--- src/rtl/input_cond_pkg.sv ---
// Shared types and sizing helpers for the input event conditioner.
package input_cond_pkg;

  // Debounce FSM states; encodings are fixed so traces match across blocks.
  typedef enum logic [1:0] {
    S_LOW  = 2'd0,
    S_RISE = 2'd1,
    S_HIGH = 2'd2,
    S_FALL = 2'd3
  } cond_state_e;

  // Timer width for the default debounce length.
  localparam int TMR_W_DEFAULT = $clog2(4 + 1);

  // Timer width for an arbitrary debounce length.
  function automatic int tmr_width(input int debounce_cycles);
    return $clog2(debounce_cycles + 1);
  endfunction

endpackage

--- src/rtl/input_event_conditioner_sync.sv ---
// N-flop synchroniser for a single asynchronous bit, reset to 0.
module sync_chain #(
  parameter int SYNC_STAGES = 2
) (
  input  logic clk,
  input  logic rstn,
  input  logic d_i,
  output logic q_o
);

  logic [SYNC_STAGES-1:0] sync_q;

  // Shift the raw bit through the flop chain.
  always_ff @(posedge clk or negedge rstn) begin
    if (!rstn) begin
      sync_q <= '0;
    end else begin
      sync_q <= {sync_q[SYNC_STAGES-2:0], d_i};
    end
  end

  assign q_o = sync_q[SYNC_STAGES-1];

endmodule

--- src/rtl/input_event_conditioner.sv ---
// Synchronise, debounce and edge-detect a raw input; count accepted rising edges.
module input_event_conditioner
  import input_cond_pkg::*;
#(
  parameter int SYNC_STAGES     = 2,
  parameter int DEBOUNCE_CYCLES = 4,
  parameter int CNT_W           = 8
) (
  input  logic             clk,
  input  logic             rstn,
  input  logic             raw_in,
  input  logic             en,
  input  logic             clr_cnt,
  output logic             x_pulse,
  output logic             x_level,
  output logic             glitch,
  output logic [CNT_W-1:0] event_cnt
);

  localparam int TMR_W = tmr_width(DEBOUNCE_CYCLES);
  localparam logic [TMR_W-1:0] TMR_LAST = TMR_W'(DEBOUNCE_CYCLES - 1);
  localparam logic [TMR_W-1:0] TMR_ONE  = TMR_W'(1);

  logic             sync_q;
  cond_state_e      state_q, state_d;
  logic [TMR_W-1:0] timer_q, timer_d;
  logic             enter_high;
  logic             glitch_d;
  logic             pulse_d;
  logic             level_d;
  logic             x_pulse_q, x_level_q, glitch_q;
  logic [CNT_W-1:0] cnt_q, cnt_d;

  sync_chain #(
    .SYNC_STAGES(SYNC_STAGES)
  ) u_sync (
    .clk (clk),
    .rstn(rstn),
    .d_i (raw_in),
    .q_o (sync_q)
  );

  // State and timer registers.
  always_ff @(posedge clk or negedge rstn) begin
    if (!rstn) begin
      state_q <= S_LOW;
      timer_q <= '0;
    end else begin
      state_q <= state_d;
      timer_q <= timer_d;
    end
  end

  // Debounce next-state: a level change needs DEBOUNCE_CYCLES equal samples.
  always_comb begin
    state_d    = state_q;
    timer_d    = timer_q;
    glitch_d   = 1'b0;
    enter_high = 1'b0;
    case (state_q)
      S_LOW: begin
        if (sync_q) begin
          if (DEBOUNCE_CYCLES == 1) begin
            state_d    = S_HIGH;
            enter_high = 1'b1;
          end else begin
            state_d = S_RISE;
            timer_d = TMR_ONE;
          end
        end
      end
      S_RISE: begin
        if (!sync_q) begin
          state_d  = S_LOW;
          timer_d  = '0;
          glitch_d = 1'b1;
        end else if (timer_q == TMR_LAST) begin
          state_d    = S_HIGH;
          timer_d    = '0;
          enter_high = 1'b1;
        end else begin
          timer_d = timer_q + TMR_ONE;
        end
      end
      S_HIGH: begin
        if (!sync_q) begin
          if (DEBOUNCE_CYCLES == 1) begin
            state_d = S_LOW;
          end else begin
            state_d = S_FALL;
            timer_d = TMR_ONE;
          end
        end
      end
      S_FALL: begin
        if (sync_q) begin
          // Fall aborted: return to high without a pulse.
          state_d  = S_HIGH;
          timer_d  = '0;
          glitch_d = 1'b1;
        end else if (timer_q == TMR_LAST) begin
          state_d = S_LOW;
          timer_d = '0;
        end else begin
          timer_d = timer_q + TMR_ONE;
        end
      end
      default: begin
        state_d = S_LOW;
        timer_d = '0;
      end
    endcase
  end

  // Output and counter next-state; clear beats a simultaneous increment.
  always_comb begin
    pulse_d = enter_high & en;
    level_d = (state_d == S_HIGH) || (state_d == S_FALL);
    cnt_d   = cnt_q;
    if (clr_cnt) begin
      cnt_d = '0;
    end else if (pulse_d && (cnt_q != {CNT_W{1'b1}})) begin
      cnt_d = cnt_q + CNT_W'(1);
    end
  end

  // Registered outputs and saturating event counter.
  always_ff @(posedge clk or negedge rstn) begin
    if (!rstn) begin
      x_pulse_q <= 1'b0;
      x_level_q <= 1'b0;
      glitch_q  <= 1'b0;
      cnt_q     <= '0;
    end else begin
      x_pulse_q <= pulse_d;
      x_level_q <= level_d;
      glitch_q  <= glitch_d;
      cnt_q     <= cnt_d;
    end
  end

  assign x_pulse   = x_pulse_q;
  assign x_level   = x_level_q;
  assign glitch    = glitch_q;
  assign event_cnt = cnt_q;

endmodule

--- config.mk ---
export PLATFORM = sky130hd
export DESIGN_NAME = input_event_conditioner
export DESIGN_NICKNAME = d
export VERILOG_FILES = /design/src/rtl/input_cond_pkg.sv /design/src/rtl/input_event_conditioner_sync.sv /design/src/rtl/input_event_conditioner.sv
export SDC_FILE = /design/constraint.sdc
export NUM_CORES = 1
export LEC_CHECK = 0
export CORE_UTILIZATION = 38
export DETAILED_ROUTE_END_ITERATION = 8
export GPL_ROUTABILITY_DRIVEN = 0
export GPL_TIMING_DRIVEN = 0
export PLACE_DENSITY_LB_ADDON = 0.05
export RECOVER_POWER = 50
export SKIP_LAST_GASP = 1
export SYNTH_ARGS = -nofsm -noshare
export SYNTH_HDL_FRONTEND = slang
export SYNTH_HIERARCHICAL = 1
export SYNTH_SLANG_ARGS = --single-unit
--- constraint.sdc ---
create_clock -name clk -period 1.5 [get_ports clk]
set_clock_uncertainty 0.1 [all_clocks]
set_input_delay 0.15 -clock clk [delete_from_list [all_inputs] [get_ports clk]]
set_output_delay 0.15 -clock clk [all_outputs]
set_load 0.1 [all_outputs]
Word-level counts from Yosys, hierarchy flattened. Index checks and enable logic that the tools add are counted.

Output and inout bits: 11. Logic and storage cells: 45. Input port bits: 5. Register bits after elaboration: 18.

Equal/unequal tests: 9. Reductions and logical operators: 5. Multiplexer cells: 21. Add/sub/neg operators: 2. Bitwise operators: 1.

Operator list (count): $mux W8 (2); $mux W3 (5); $mux W2 (6); $pmux W3 S4 (1); $add A8 B1 Y8 const B (1); $eq A2 B2 Y1 const B (4); $ne A8 B8 Y1 const B (1); $pmux W2 S4 (1); $mux W1 (5); $add A3 B1 Y3 const B (1); $eq A3 B2 Y1 const B (1); $eq A2 B1 Y1 const B (1); $logic_not A2 Y1 (1); $ne A2 B1 Y1 const B (1); $ne A2 B2 Y1 const B (1); $pmux W1 S2 (1); $reduce_and A2 Y1 (1); $reduce_bool A2 Y1 (1); $and A1 B1 Y1 (1); $logic_and A1 B1 Y1 (1); $logic_or A1 B1 Y1 (1).

Depth between registers and ports, before layout.
Depth after elaboration: 8. Mapped depth: 5.

Modules after synthesis. The synthesis kept the hierarchy.

By module, submodules not included: input_event_conditioner (times used 1, sequential area each 375.4 um^2, area each 764.5 um^2, cells an instance 72); sync_chain (times used 1, sequential area each 50.0 um^2, area each 50.0 um^2, cells an instance 2).

Least setup slack after synthesis. No wires, ideal clock.

Kind: register -> register. Start point: reg cnt_q[0] (netlist: event_cnt[0]). End point: reg cnt_q[6] (netlist: event_cnt[6]). Setup slack: -0.681 ns. Path buffers: 0. Arrival: 1.951 ns. Required time: 1.269 ns. Cell stages (with the launch flop): 6. Setup time: 0.131 ns. Path through: dfrtp_1 ha_1 nand2_1 nor4_1 mux2i_1 nor2_1.

Longest elaborated chain between the ends: 3. Elaborated cells between the ends (all ways): 6. Those cells by class: add/sub: 1; eq/ne: 1; mux: 2; reduce/logical: 2.

RTL lines: start: declaration (RTL line input_event_conditioner.sv:32) `logic [CNT_W-1:0] cnt_q, cnt_d;`; start signal: assignment (RTL line input_event_conditioner.sv:138) `cnt_q <= cnt_d;`; $add A8 B1 Y8 or $ne A8 B8 Y1 (tied branches) (RTL line input_event_conditioner.sv:123, input_event_conditioner.sv:122); $mux W8 or $logic_and A1 B1 Y1 (tied branches) (RTL line input_event_conditioner.sv:122) `end else if (pulse_d && (cnt_q != {CNT_W{1'b1}})) begin`; $mux W8 or $reduce_bool A2 Y1 (tied branches).

Parallel ways exist; a longest one is shown, timed or not. The select of a mux whose other input is x is not followed. A chain may end at the register's enable or synchronous reset.

Worst setup path after layout.
Start point: reg timer_q[1]. End point: reg cnt_q[0] (netlist: event_cnt[0]).

Longest elaborated chain between the ends: 7.

RTL lines: start: declaration (RTL line input_event_conditioner.sv:26) `logic [TMR_W-1:0] timer_q, timer_d;`; start signal: assignment (RTL line input_event_conditioner.sv:50) `timer_q <= timer_d;`; $eq A3 B2 Y1 (RTL line input_event_conditioner.sv:77) `end else if (timer_q == TMR_LAST) begin`; $mux W1 (RTL line input_event_conditioner.sv:77); $mux W1 (RTL line input_event_conditioner.sv:73) `if (!sync_q) begin`; $mux W1 (RTL line input_event_conditioner.sv:60) `case (state_q)`; $and A1 B1 Y1 (RTL line input_event_conditioner.sv:117) `pulse_d = enter_high & en;`; via pulse_d (RTL line input_event_conditioner.sv:29) `logic pulse_d;`; $logic_and A1 B1 Y1 (RTL line input_event_conditioner.sv:122); $reduce_bool A2 Y1 (no line).

The timed path passes the listed nets, and every way through them passes these cells.

==> impl_metrics.py <==
metrics = {
    "power": {
        "power.share.switching_pct": 41.2,
        "p_int_uw": 821,
        "ir_drop_mv": 1.12,
        "pwr_density_cell_nw_per_um2": 1250,
        "power_frac_clock_pct": 17.3,
        "p_switching_uw": 575,
        "p_seq_share_pct": 44.2,
        "power.leakage_uw": 0.000472,
        "p_comb_share_pct": 38.5,
    },
    "worst_setup_path": {
        "critPathMaxStageDelay_ps": 410,
        "critPathSlowestCell": "dfrtp_1",
        "crit_fanout": 5,
        "crit_path_end_kind": "flip-flop",
        "r2r_start": "timer_q[1]$_DFFE_PN0P_",
        "worstSetupPathType": "flip-flop to flip-flop",
        "startpoint": "timer_q[1]$_DFFE_PN0P_",
        "required_ps": 1580,
        "cp_cell_sequence": "ha_4, nand3b_4, nor3_4, o21a_1, mux2_4",
        "critPathLaunchType": "flip-flop",
        "arrival_ps": 1670,
    },
    "place": {
        "placed_cells": 116,
        "port_buffers": 15,
        "placed_area_um2": 1070,
        "dpl.hpwl_um": 1100,
    },
    "grt": {
        "grt_pass1_wl_um": 2620,
        "grt_max_degree": 18,
        "overflow": 0,
        "antenna_found_initial": 0,
        "first_global_vias": 602,
        "track_usage_pct": 16.6,
    },
    "timing": {
        "rsz0062_at_grt": "true",
        "slew_headroom_pct": 49.9,
        "setup_viol": 7,
        "fin_crit_sh_pct": 106,
        "fmax_ghz": 0.628,
        "worst_pin_slew_ps": 749,
        "finalHoldViolations": 0,
        "report.final.slew_viol_count": 0,
        "holdWs_ps": 259,
        "setup_slack_ps": -92.0,
        "min_period_ps": 1590,
    },
    "yosys": {
        "synth_seq_cells": 17,
        "syn_inst": 74,
        "synth_top_area_share_pct": 52.2,
        "synth_area_um2": 815,
        "synth-seq-area-share_pct": 52.2,
        "synth_compound_area_share_pct": 8.76,
        "synthAdderAreaFrac_pct": 3.07,
        "synth_mux_area_share_pct": 6.61,
        "synth_cell_types": 30,
        "ys_async_sr_fraction_pct": 100,
        "synth_warnings": 6,
        "yosys.area.top_type": "dfrtp_1",
        "ys_top_cells_by_area": "dfrtp_1, mux2_2, ha_1, nand2b_1, nand4_1",
        "syn_area_per_cell_um2": 11.0,
        "synth_top_family_by_area": "simple AND/OR/NAND/NOR gates",
        "synth_edf_count": 0,
        "synth_nets": 81,
        "synthXorXnorAreaFrac_pct": 1.08,
        "synth_simple_gate_area_share_pct": 26.4,
        "synth_flop_cell": "dfrtp_1",
    },
    "cts": {
        "cts_root_buf": "clkbuf_4",
        "htreeDepth": 1,
        "path_clk_slew_ps": 90,
        "clk_latency_ps": 290,
        "cts_buffers": 3,
        "cts_max_path_buffers": 2,
        "cts-hold-fix-buffers": 0,
        "cts_tree": "done",
        "cts_sinks": 17,
    },
    "routing": {
        "drc": 0,
        "viasPerCell": 5.11,
        "drt_iter0_markers": 6,
        "wl_per_cell_um": 12.4,
        "firstDrtPassIters": 2,
        "vias": 644,
        "ant_nets": 0,
        "wl_um": 1570,
    },
    "cells_and_area": {
        "antenna_cells": 0,
        "final_cells": 126,
        "fin_util_pct": 56.5,
        "postLayoutCellArea_um2": 1120,
        "drive_above_1_share_pct": 44.4,
        "seqCellArea_um2": 454,
        "synthToLayoutAreaGrowth_pct": 37.5,
        "multi_input_area_um2": 438,
        "fillCellCount": 167,
        "num-nets-final": 107,
    },
    "floorplan": {
        "num_rows": 16,
        "start_util_pct": 41.1,
        "die-height_um": 48.3,
        "fp.dieW_um": 48.3,
        "die_area_um2": 2330,
        "core_um2": 1980,
        "ioPinCount": 16,
    },
    "hold_path": {
        "hold_path.class": "input pin to async pin",
    },
    "run": {
        "maxCapViolations": 0,
    },
    "status": {
        "failed_checks": "setup timing",
        "status": "complete, but fails checks",
    },
}
[registers in the layout, indices dropped and copies added, names as in the netlist]
name	count
x_pulse	1
event_cnt	8
glitch	1
timer_q	3
u_sync/sync_q	2
state_q	2
[logic make-up (layout without fill, tap and decap cells)]
group / count (synthesis) / count (layout)
AND/OR/NAND/NOR: 34 / 34
flip-flops: 17 / 17
AO/OA/AOI/OAI: 11 / 11
multiplexers: 5 / 5
buffers and inverters: 4 / 29
adder cells (fa/ha/maj): 2 / 2
XOR/XNOR: 1 / 1
[through the flow]
| step | total power [uW] | setup TNS (ps) | worst slack, ps |
|---|---|---|---|
| final | 1400 | -333 | -92.0 |
| after global routing | 1490 | -1130 | -179 |
| after CTS | 1390 | -857 | -157 |
| after detailed placement | 1100 | -4200 | -332 |
| after global placement | 1090 | -3940 | -323 |
| after floorplan | 982 | -568 | -151 |
[placed cells by master, fill, tap and decap left out, types with 3 or more instances in the layout]
| cell type | netlist | final |
|---|---|---|
| a21oi_1 | 4 | 4 |
| buf_2 | 0 | 9 |
| buf_4 | 0 | 6 |
| clkbuf_4 | 0 | 3 |
| dfrtp_1 | 17 | 8 |
| dfrtp_4 | 0 | 7 |
| inv_1 | 3 | 3 |
| nand2_1 | 4 | 4 |
| nand2b_1 | 4 | 4 |
| nand4_1 | 4 | 4 |
| nor2_1 | 6 | 6 |
[area by class of cell]
cell class / instances / area share, %
buffer: 1 / 0.335
multi-input combinational: 53 / 39.1
clock buffer: 4 / 2.35
inverter: 3 / 1.01
tap: 27 / 3.02
timing repair buffer: 21 / 13.6
sequential: 17 / 40.6
[metal layers]
metal | track usage (%) | wire length [um] | vias up
met4 | 3.33 | 0 | 0
met2 | 24.3 | 695 | 13
met5 | 0 | 0 | -
li1 | - | - | 317
met3 | 6.67 | 72 | 0
met1 | 23.2 | 799 | 314
[worst max-delay path: cells and delay by family, from the launching register on]
kind | cells | cell delay [ps]
flip-flops | 1 | 410
AND/OR/NAND/NOR | 2 | 300
multiplexers | 1 | 300
AO/OA/AOI/OAI | 1 | 200
adder cells (fa/ha/maj) | 1 | 170
[cell usage after synthesis, types with 3 or more instances]
cell type,instances
dfrtp_1,17
nor2_1,6
a21oi_1,4
nand2_1,4
nand2b_1,4
nand4_1,4
inv_1,3
mux2_2,3
[what timing repair did]
item | CTS | global route
setup buffers | 5 | 1
gates resized for setup | 52 | 3
endpoints found under the setup margin | 19 | 10
pin swaps | 3 | 3
endpoints found under the hold margin | 0 | 0
[worst paths after layout]
check,end,slack (ps),cells past startpoint
worst max-delay path,event_cnt[0]$_DFFE_PN0P_,-90,5
worst min-delay path,timer_q[1]$_DFFE_PN0P_,260,1
worst max register to register,event_cnt[0]$_DFFE_PN0P_,-90,5
worst min register to register,u_sync/sync_q[1]$_DFF_PN0_,260,0
max in group asynchronous,event_cnt[5]$_DFFE_PN0P_,490,1
min in group clk,u_sync/sync_q[1]$_DFF_PN0_,260,0
[power by group through the flow]
stage          Sequential, uW  Combinational (uW)  Clock (uW)
5_1_grt                   631                 596         265
3_5_place_dp              613                 487           0
6_report                  617                 538         241
2_1_floorplan             817                 165           0
3_3_place_gp              612                 477           0
4_1_cts                   609                 527         251
(Power assumes the default switching activity.)
